### src/rtl/operand_demux_pkg.sv
// Shared definitions for the operand demultiplexer: slot select polarity and
// the state encoding formed by {b_loaded, a_loaded}.
package operand_demux_pkg;

    // Same polarity as the 2:1 operand selector in the arithmetic unit.
    localparam logic SelA = 1'b0;
    localparam logic SelB = 1'b1;

    typedef enum logic [1:0] {
        StEmpty = 2'b00,
        StHaveA = 2'b01,
        StHaveB = 2'b10,
        StFull  = 2'b11
    } state_e;

endpackage

### src/rtl/operand_demux_slot.sv
// One operand slot: data register plus a loaded flag. Clear drops only the
// flag so the last operand value stays visible.
module operand_demux_slot #(
    parameter int unsigned Width = 8
) (
    input  logic             clk_i,
    input  logic             rst_i,
    input  logic             load_i,
    input  logic             clear_i,
    input  logic [Width-1:0] d_i,
    output logic [Width-1:0] q_o,
    output logic             loaded_o
);

    logic [Width-1:0] data_q, data_d;
    logic             loaded_q, loaded_d;

    always_comb begin
        data_d   = data_q;
        loaded_d = loaded_q;
        if (clear_i) begin
            loaded_d = 1'b0;
        end else if (load_i) begin
            data_d   = d_i;
            loaded_d = 1'b1;
        end
    end

    always_ff @(posedge clk_i) begin
        if (rst_i) begin
            data_q   <= '0;
            loaded_q <= 1'b0;
        end else begin
            data_q   <= data_d;
            loaded_q <= loaded_d;
        end
    end

    assign q_o      = data_q;
    assign loaded_o = loaded_q;

endmodule

### src/rtl/operand_demux.sv
// Registered 1-to-2 operand demultiplexer: steers a byte stream into operand
// slots A/B and hands the completed pair to the arithmetic core.
module operand_demux
    import operand_demux_pkg::*;
#(
    parameter int unsigned Width = 8
) (
    input  logic             clk_i,
    input  logic             rst_i,
    input  logic [Width-1:0] din_i,
    input  logic             din_valid_i,
    output logic             din_ready_o,
    input  logic             auto_seq_i,
    input  logic             a0_i,
    output logic [Width-1:0] a_o,
    output logic [Width-1:0] b_o,
    output logic             a_loaded_o,
    output logic             b_loaded_o,
    output logic             pair_valid_o,
    input  logic             pair_ready_i,
    output logic [7:0]       pair_count_o
);

    logic   a_loaded, b_loaded;
    logic   target;
    logic   din_ready;
    logic   accept, consume;
    logic   load_a, load_b;
    state_e state;
    logic [7:0] pair_count_q, pair_count_d;

    assign state = state_e'({b_loaded, a_loaded});

    // Auto mode fills A first, then B; also covers a mid-pair switch into auto.
    assign target = auto_seq_i ? (a_loaded ? SelB : SelA) : a0_i;

    always_comb begin
        din_ready = 1'b0;
        if (!rst_i) begin
            unique case (state)
                StEmpty: din_ready = 1'b1;
                StHaveA: din_ready = (target == SelB);
                StHaveB: din_ready = (target == SelA);
                StFull:  din_ready = 1'b0;
                default: din_ready = 1'b0;
            endcase
        end
    end

    assign accept  = din_valid_i && din_ready;
    assign consume = (state == StFull) && pair_ready_i;
    assign load_a  = accept && (target == SelA);
    assign load_b  = accept && (target == SelB);

    operand_demux_slot #(
        .Width (Width)
    ) u_slot_a (
        .clk_i    (clk_i),
        .rst_i    (rst_i),
        .load_i   (load_a),
        .clear_i  (consume),
        .d_i      (din_i),
        .q_o      (a_o),
        .loaded_o (a_loaded)
    );

    operand_demux_slot #(
        .Width (Width)
    ) u_slot_b (
        .clk_i    (clk_i),
        .rst_i    (rst_i),
        .load_i   (load_b),
        .clear_i  (consume),
        .d_i      (din_i),
        .q_o      (b_o),
        .loaded_o (b_loaded)
    );

    always_comb begin
        pair_count_d = pair_count_q;
        if (consume) begin
            pair_count_d = pair_count_q + 8'd1;
        end
    end

    always_ff @(posedge clk_i) begin
        if (rst_i) begin
            pair_count_q <= 8'd0;
        end else begin
            pair_count_q <= pair_count_d;
        end
    end

    assign din_ready_o  = din_ready;
    assign a_loaded_o   = a_loaded;
    assign b_loaded_o   = b_loaded;
    assign pair_valid_o = (state == StFull);
    assign pair_count_o = pair_count_q;

endmodule

### config.mk
export PLATFORM = sky130hd
export DESIGN_NAME = operand_demux
export DESIGN_NICKNAME = d
export VERILOG_FILES = /design/src/rtl/operand_demux_pkg.sv /design/src/rtl/operand_demux_slot.sv /design/src/rtl/operand_demux.sv
export SDC_FILE = /design/constraint.sdc
export NUM_CORES = 1
export LEC_CHECK = 0
export CORE_UTILIZATION = 39
export DETAILED_ROUTE_END_ITERATION = 6
export PLACE_DENSITY_LB_ADDON = 0.1
export SLEW_MARGIN = 0
export SYNTH_ARGS = -nofsm -noshare
export SYNTH_HDL_FRONTEND = slang
export SYNTH_SLANG_ARGS = --single-unit
### constraint.sdc
create_clock -name clk_i -period 1.2 [get_ports clk_i]
set_input_delay 0.12 -clock clk_i [delete_from_list [all_inputs] [get_ports clk_i]]
set_output_delay 0.12 -clock clk_i [all_outputs]
set_load 0.01 [all_outputs]
Word-level counts from Yosys, hierarchy flattened:

Cells that the tools add are included.

* register bits after elaboration: 26
* latch bits: 0
* memory bits (writable): 0
* bits in read-only memories: 0
* bits of input ports: 14
* output and inout bits: 28
* logic and storage cells: 23
* memories: 0

* add/subtract/negate cells: 1
* $mul: 0
* divide/modulo/power cells: 0
* order comparisons: 0
* equality and inequality tests: 3
* shifts and indexed selects: 0
* mux-type cells: 4
* bitwise gates (word level): 2
* reduce and logical (&&, ||, !) cells: 8

Operators by type and width (count)
* adder 8 x 1 -> 8 bit (second input constant): 1
* == test 2 bit (second input constant): 2
* logical AND 1 bit: 4
* case mux 1 bit (4 select lines): 1
* AND reduction 2 bit: 2
* two-way mux 1 bit: 3
* == test 2 x 1 -> 1 bit (second input constant): 1
* zero test 2 bit: 1
* NOT 1 bit: 2
* OR reduction 2 bit: 1

Longest topological paths before layout:

Gate-level depths: netlist (run 1).

* depth in word-level cells: 8
* mapped depth: 5
* gate-level depth less buffers: 4

By module:

Synthesis (run 1) repeated with hierarchy kept, for this count alone.

* cell total of the unflattened synthesis: 120
* area, all modules: 1218.7 um2

Modules (own cells, without submodules)
* operand_demux_slot: instances 2, cells an instance 37, area an instance 402.9 um2, sequential area each 180.2 um2
* operand_demux: instances 1, cells an instance 46, area an instance 412.9 um2, sequential area each 160.2 um2

Least setup slack after synthesis (run 1):

OpenSTA, ideal clock, no wires.

* path type: reg2reg
* from: register u_slot_a.loaded_q, in the netlist u_slot_a.loaded_o
* to: register u_slot_a.data_q[7], in the netlist u_slot_a.q_o[7]
* setup time: 132 ps
* arrival: 1177 ps
* required time: 1068 ps
* setup slack: -109 ps
* cell stages (with the launch flop): 6
* path buffers: 2
* clock period less this slack: 1309 ps
* cells stage by stage: dfxtp_1 -> buf_6 -> or3b_1 -> clkbuf_1 -> o21ai_0 -> a21oi_1

* word-level cells in the longest chain between the ends: 8
* elaborated cells between the ends (all ways): 14
* those cells by class: eq/ne (3); mux (4); bitwise (2); reduce/logical (5)

RTL lines
* from (decl): RTL line operand_demux_slot.sv:16 `logic loaded_q, loaded_d;`
* from (signal assigned): RTL line operand_demux_slot.sv:35 `loaded_q <= loaded_d;`
* two-way mux 1 bit (2 in a row): RTL line operand_demux.sv:35 `assign target = auto_seq_i ? (a_loaded ? SelB : SelA) : a0_i;`
* NOT 1 bit: RTL line operand_demux.sv:43, operand_demux.sv:52
* case mux 1 bit (4 select lines): RTL line operand_demux.sv:40 `unique case (state)`
* two-way mux 1 bit: RTL line operand_demux.sv:39 `if (!rst_i) begin`
* logical AND 1 bit: RTL line operand_demux.sv:50 `assign accept = din_valid_i && din_ready;`
* logical AND 1 bit: RTL line operand_demux.sv:52 `assign load_a = accept && (target == SelA);`
* AND reduction 2 bit (no source line) *
* to (signal assigned): RTL line operand_demux_slot.sv:34 `data_q <= data_d;`
* to (decl): RTL line operand_demux_slot.sv:15 `logic [Width-1:0] data_q, data_d;`

Mark *: on every way between the ends. The rest lies on a longest branch, timed or not.
A chain may end at the register's enable or synchronous reset.

Worst setup path after layout (run 1):

* from: register u_slot_b.loaded_q, in the netlist u_slot_b.loaded_o
* to: output port din_ready_o

* word-level cells in the longest chain between the ends: 3
* elaborated cells between the ends (all ways): 6
* those cells by class: eq/ne (3); mux (2); reduce/logical (1)

RTL lines
* from (decl): RTL line operand_demux_slot.sv:16
* from (signal assigned): RTL line operand_demux_slot.sv:35
* == test 2 bit, or another cell as far along: RTL line operand_demux.sv:40
* case mux 1 bit (4 select lines) *: RTL line operand_demux.sv:40
* two-way mux 1 bit *: RTL line operand_demux.sv:39
* to (decl): RTL line operand_demux.sv:12 `output logic din_ready_o,`

Marked as above.

==> impl_metrics.yaml, run 1 <==
outcome:
  status: "finished with violations"
  violations: "setup timing"
pwr:
  ir_drop_uv: 1013
  p_switching_mw: 0.4384
  p_int_mw: 1.276
  totalPowerFinal_mw: 1.714
  seqPwrFrac: 0.523
  swShare: 0.2558
  clockPowerShare: 0.307
  p_leak_nw: 0.7481
  comb_power_share: 0.170
  power_density_mw_per_mm2: 931.3
sta:
  setup_viol: 22
  timing.fmax_mhz: 716.1
  slew_headroom: 0.7656
  rsz0062_at_grt: "yes"
  min_period_ns: 1.396
  report.final.slew_viol_count: 0
  worst_pin_slew_ns: 0.3516
  fin_worst_skew_ns: 0.004945
  fin_crit_sh: 1.164
  finalHoldViolCount: 0
  worst_slack_ns: -0.1965
synth:
  synth_cells: 128
  synthMuxAreaShare: 0.02772
  postSynthAreaPerCell_um2: 8.817
  synth.cell_area_mm2: 0.001129
  synth-simple-area-share: 0.2217
  ys_seq_elements: 26
  synth_top_family_by_area: "simple AND/OR/NAND/NOR gates"
  synth_fp_nets: 143
  synthAdderAreaFrac: 0.01109
  yosysUniqueCellTypes: 27
  synth_edf_count: 0
  synth_xor_area_frac: 0.01552
  synth_ff_type: "dfxtp_1"
  yosysWarnings: 0
  synthArstFlopShare: 0
  synth_compound_area_frac: 0.2184
  ys_seq_area_frac: 0.4612
cts:
  holdBufCountCts: 0
  cts_sinks: 26
  cts_tree: "yes"
  cts_buffers: 3
  clk_pin_slew_ns: 0.15
  cts.htree.levels: 1
  cts-root-buf: "clkbuf_4"
  clockBufferDepth: 2
  clk_latency_ns: 0.32
critical_path:
  cp-end-kind: "output port"
  rr_startpoint: "pair_count_o[0]"
  crit_start: "u_slot_b.loaded_o"
  r2r_end: "pair_count_o[6]"
  crit_type: "flip-flop to output port"
  timing.reg2reg.setup_slack_ns: -0.09
  r2r.worst_path.cells: 4
  cp_max_fo: 3
  start_kind: "flip-flop"
  arrival_ns: 1.28
  cp.required_ns: 1.08
  endpoint: "din_ready_o"
grt:
  antenna_found_initial: 0
  grt_max_degree: 20
  grt_pass1_wl_mm: 5.278
  grt_pass1_vias: 1138
  overflow: 0
  grtUsageTotal: 0.2118
die:
  die-height_um: 55.80
  start_util: 0.4093
  rows: 19
  die_area_mm2: 0.003113
  core_area_mm2: 0.002758
  die_w_um: 55.80
  io_pins: 42
cells_and_area:
  layout.nets: 201
  utilization: 0.6674
  fill_cells: 240
  syn_to_final_growth_pct: 63.08
  stdcell_area_mm2: 0.001841
  n_antenna_cell: 0
  seqCellArea_um2: 540.5
  multi_input_area_um2: 683.2
  drive_gt1_frac: 0.4054
worst_hold_path:
  hold_class: "primary input to flip-flop"
  hold_depth: 3
detailed_routing:
  routed_wl_mm: 3.186
  via_count: 1208
  first_iter_violations: 50
  wire_per_inst_um: 14.75
  post-route-drc-count: 0
  ant_nets: 0
  drtPass1Iterations: 4
  viasPerCell: 5.593
run:
  max_cap_viol_count: 0
place:
  place_area_mm2: 0.001689
  portBuffers: 41
  post-dp-hpwl_mm: 2.257
  gp_congestion: 0.8314
==> cell type report <==
class	instances	share of cell area
Multi-Input combinational cell	93	0.3712
Sequential cell	26	0.2937
Timing Repair Buffer	62	0.2882
Clock buffer	4	0.02583
Tap cell	31	0.02107
==> logic make-up after synthesis <==
group                    after synthesis
adder cells (fa/ha/maj)                1
AO/OA/AOI/OAI                         47
flip-flops                            26
multiplexers                           3
XOR/XNOR                               2
AND/OR/NAND/NOR                       40
buffers and inverters                  9
==> per-stage QoR <==
stage,instances,hold slack (ns),setup WS (ns),setup TNS [ns]
after floorplan,128,0.2719,-0.05183,-0.8098
after detailed placement,211,0.4684,-0.6209,-9.986
final,216,0.3393,-0.1965,-1.223
after global placement,211,0.4596,-0.6214,-9.408
after CTS,216,0.3364,-0.2084,-1.145
after global routing,216,0.3472,-0.2932,-2.241
==> cell usage after synthesis, types with 2 or more instances <==
cell type,instances,area [um^2]
nor2_1,3,11.26
mux2i_1,2,20.02
xor2_1,2,17.52
a21oi_1,24,120.1
nand4_1,3,18.77
nand3_1,17,85.08
nand2_1,2,7.510
o31ai_1,2,15.01
buf_6,2,22.52
nor2b_1,3,18.77
or4_1,2,15.01
dfxtp_1,26,520.5
clkbuf_1,5,18.77
o21ai_0,19,95.09
nor3b_2,2,25.02
or3b_1,2,17.52
or3_1,2,12.51
==> placed cells by master, fill, tap and decap left out, types with 2 or more instances in the layout <==
cell and n:
nor2b_1 3, or3_1 2, o21ai_1 6, dfxtp_2 7, xor2_1 2, nor3b_2 2
nand3_4 2, nand3_1 16, clkdlybuf4s50_1 12, mux2i_1 2, dfxtp_4 3, o21ai_2 12
buf_4 18, a21oi_1 17, nand4_1 3, or3b_4 2, or4_4 2, nor2_1 3
dlygate4sd2_1 21, buf_2 3, buf_6 5, a21oi_2 7, dfxtp_1 16, clkbuf_4 3
nand2_1 2, clkbuf_2 2
==> flip-flops by register name, indices dropped and copies added (netlist names) <==
signal             count
u_slot_a.loaded_o      1
u_slot_b.loaded_o      1
pair_count_o           8
u_slot_b.q_o           8
u_slot_a.q_o           8
==> per-layer routing <==
layer  global-route usage  wire length [um]  up-vias
met5                    0                 0        -
met4              0.04286                35        0
met3              0.02791               163        6
met2               0.3563              1525       42
met1               0.2914              1462      573
li1                     -                 -      587
==> power by group through the flow <==
stage / sequential [mW] / combinational, mW / clock, mW
6_report: 0.896 / 0.291 / 0.527
2_1_floorplan: 0.927 / 0.119 / 0
5_1_grt: 0.899 / 0.311 / 0.572
4_1_cts: 0.894 / 0.272 / 0.527
3_3_place_gp: 0.915 / 0.274 / 0
3_5_place_dp: 0.916 / 0.277 / 0
==> worst min-delay path by stage <==
stage | endpoint | from | slack, ns
CTS | u_slot_b.q_o[7] | rst_i | 0.34
floorplan | u_slot_a.q_o[0] | din_i[0] | 0.27
global placement | u_slot_b.q_o[4] | u_slot_b.q_o[4] | 0.46
finish | u_slot_b.q_o[2] | rst_i | 0.34
detailed placement | u_slot_b.q_o[7] | u_slot_b.q_o[7] | 0.47
global route | u_slot_b.q_o[4] | rst_i | 0.35
==> critical path, cell delays in order, from the launching register on <==
cell	delay, ns
dfxtp_2	0.36
o21bai_1	0.15
a221oi_2	0.27
buf_2	0.18
==> repair_timing <==
action | CTS | global route
setup endpoints to repair | 50 | 31
gates resized for setup | 64 | 28
buffers inserted | 2 | 0
cloned | 0 | 0
endpoints found under the hold margin | 0 | 0
pin swaps | 6 | 3
No activity file was read; power rests on OpenSTA's default activity.
==> inputs of run 2 (changes only) <==
--- a/config.mk
+++ b/config.mk
@@ -8,7 +8,7 @@
 export CORE_UTILIZATION = 39
 export DETAILED_ROUTE_END_ITERATION = 6
 export PLACE_DENSITY_LB_ADDON = 0.1
-export SLEW_MARGIN = 0
+export SLEW_MARGIN = 20
 export SYNTH_ARGS = -nofsm -noshare
 export SYNTH_HDL_FRONTEND = slang
 export SYNTH_SLANG_ARGS = --single-unit
==> results of run 2 <==
Final layout, timing and power as in run 1 (identical DEF).
==> inputs of run 3 (changes only) <==
--- a/config.mk
+++ b/config.mk
@@ -5,6 +5,7 @@
 export SDC_FILE = /design/constraint.sdc
 export NUM_CORES = 1
 export LEC_CHECK = 0
+export CORE_ASPECT_RATIO = 2
 export CORE_UTILIZATION = 39
 export DETAILED_ROUTE_END_ITERATION = 6
 export PLACE_DENSITY_LB_ADDON = 0.1
==> run 3 against run 2 <==
  * The run still ends with setup timing left
  * Register-to-register slack worse by 0.04 ns
  * Combinational power decreased by 7%
  * Global-route usage is 1.1 points higher
  * Critical path type is now flip-flop to flip-flop
  * Core utilization decreased by 0.12 points
  * Sequential share of layout area grew 0.076 points
  * Largest cell class unchanged
  * Highest routed layer unchanged
  * Fmax up 4.6%
  * Setup slack gained 0.062 ns
==> impl_metrics.yaml, run 3 (synthesis results as in run 1) <==
cts:
  cts_buffers: 3
  cts.htree.levels: 1
  cts_tree: "yes"
  cts-root-buf: "clkbuf_8"
  clk_pin_slew_ns: 0.09
  holdBufCountCts: 0
  clk_latency_ns: 0.27
  cts_sinks: 26
  clockBufferDepth: 2
place:
  portBuffers: 41
  post-dp-hpwl_mm: 2.383
  pre_cts_ws_ns: -0.4906
  place_area_mm2: 0.001687
  gp_congestion: 0.7059
  dp_cells: 209
grt:
  antenna_found_initial: 0
  grt_pass1_vias: 1175
  grt_pass1_wl_mm: 5.078
  grt_max_degree: 17
  grtUsageTotal: 0.2231
  overflow: 0
run:
  max_cap_viol_count: 0
sta:
  report.final.slew_viol_count: 0
  finalHoldViolCount: 0
  fin_worst_skew_ns: 0.003096
  worst_slack_ns: -0.1347
  fin_crit_sh: 1.112
  rsz0062_at_grt: "yes"
  worst_pin_slew_ns: 0.2855
  setup_tns_ns: -1.421
  slew_headroom: 0.8080
  timing.fmax_mhz: 749.3
  setup_viol: 16
  hold_slack_ns: 0.4183
  min_period_ns: 1.335
pwr:
  power_density_mw_per_mm2: 1037
  p_leak_nw: 0.7636
  totalPowerFinal_mw: 1.891
  ir_drop_uv: 998.2
cells_and_area:
  stdcell_area_mm2: 0.001823
  syn_to_final_growth_pct: 61.53
  n_antenna_cell: 0
  multi_input_area_um2: 640.6
  fill_cells: 243
  fin_cells: 214
  final_cell_mix: "dlygate4sd2_1, a21oi_1, dfxtp_1"
  utilization: 0.6662
  seqCellArea_um2: 536.8
  drive_gt1_frac: 0.3189
  layout.nets: 201
  layout_commonest_cell: "dlygate4sd2_1"
detailed_routing:
  drtPass1Iterations: 4
  routed_wl_mm: 3.179
  wire_per_inst_um: 14.86
  post-route-drc-count: 0
  via_count: 1180
  ant_nets: 0
  first_iter_violations: 7
  viasPerCell: 5.514
die:
  die_w_um: 40.04
  rows: 27
  core_area_mm2: 0.002736
  die_area_mm2: 0.003126
  die-height_um: 78.08
  io_pins: 42
  start_util: 0.4124
critical_path:
  cp.required_ns: 1.36
  cpMostUsedCell: "buf_6"
  start_kind: "flip-flop"
  path_cells: "buf_6, buf_6, or3b_4, o21ai_1, a21oi_1"
  max_stage_delay_ns: 0.43
  cp-end-kind: "flip-flop"
  crit_type: "flip-flop to flip-flop"
  timing.reg2reg.setup_slack_ns: -0.13
  cp_max_fo: 8
  arrival_ns: 1.50
  cp_slowest_cell: "or3b_4"
outcome:
  violations: "setup timing"
  status: "finished with violations"
worst_hold_path:
  hold_class: "primary input to flip-flop"
[run 3: cell types whose count changed in the layout (fill, tap and decap cells not counted), sizes merged]
cell	before	now
bufinv	0	1
clkbuf	6	4
clkdlybuf4s15	1	0
dlygate4sd2	21	26
buf	26	23
[run 3: worst paths after layout]
check                    startpoint               to  cells past startpoint
setup / recovery  u_slot_b.loaded_o  u_slot_b.q_o[5]                      5
hold / removal                rst_i  pair_count_o[4]                      3
setup reg to reg  u_slot_b.loaded_o  u_slot_b.q_o[5]                      5
hold reg to reg     u_slot_b.q_o[6]  u_slot_b.q_o[6]                      2
[run 3: critical path, delay by kind of cell, from the launching register on]
family | cells | cell delay, ns
AOI/OAI and AO/OA | 2 | 0.23
buffers and inverters | 2 | 0.24
DFF | 1 | 0.33
and+or+nand+nor | 1 | 0.43
[run 3: cell type report]
class                      instances  share of cell area
clock buffer                       3             0.02265
clock inverter                     1             0.01647
multi-input combinational         93              0.3514
sequential                        26              0.2944
tap                               29             0.01990
timing repair buffer              62              0.2951
[run 3: timing repair]
action | 4_1_cts | 5_1_grt
setup endpoints to repair | 51 | 26
pin swaps | 7 | 12
cloned | 0 | 0
gates resized for setup | 53 | 15
hold endpoints to repair | 0 | 0
buffers inserted | 2 | 0
[run 3: report_power, final]
group | switching, mW | total [mW] | internal [mW]
Combinational | 0.135 | 0.272 | 0.137
Sequential | 0.0156 | 0.896 | 0.881
Clock | 0.276 | 0.722 | 0.446
Total | 0.427 | 1.89 | 1.46
[run 3: per-layer routing]
| layer | share of wire | track usage |
|---|---|---|
| met4 | 0.011 | 0.05172 |
| met1 | 0.36 | 0.2047 |
| met3 | 0.033 | 0.02260 |
| met2 | 0.59 | 0.4500 |
| met5 | 0 | 0 |
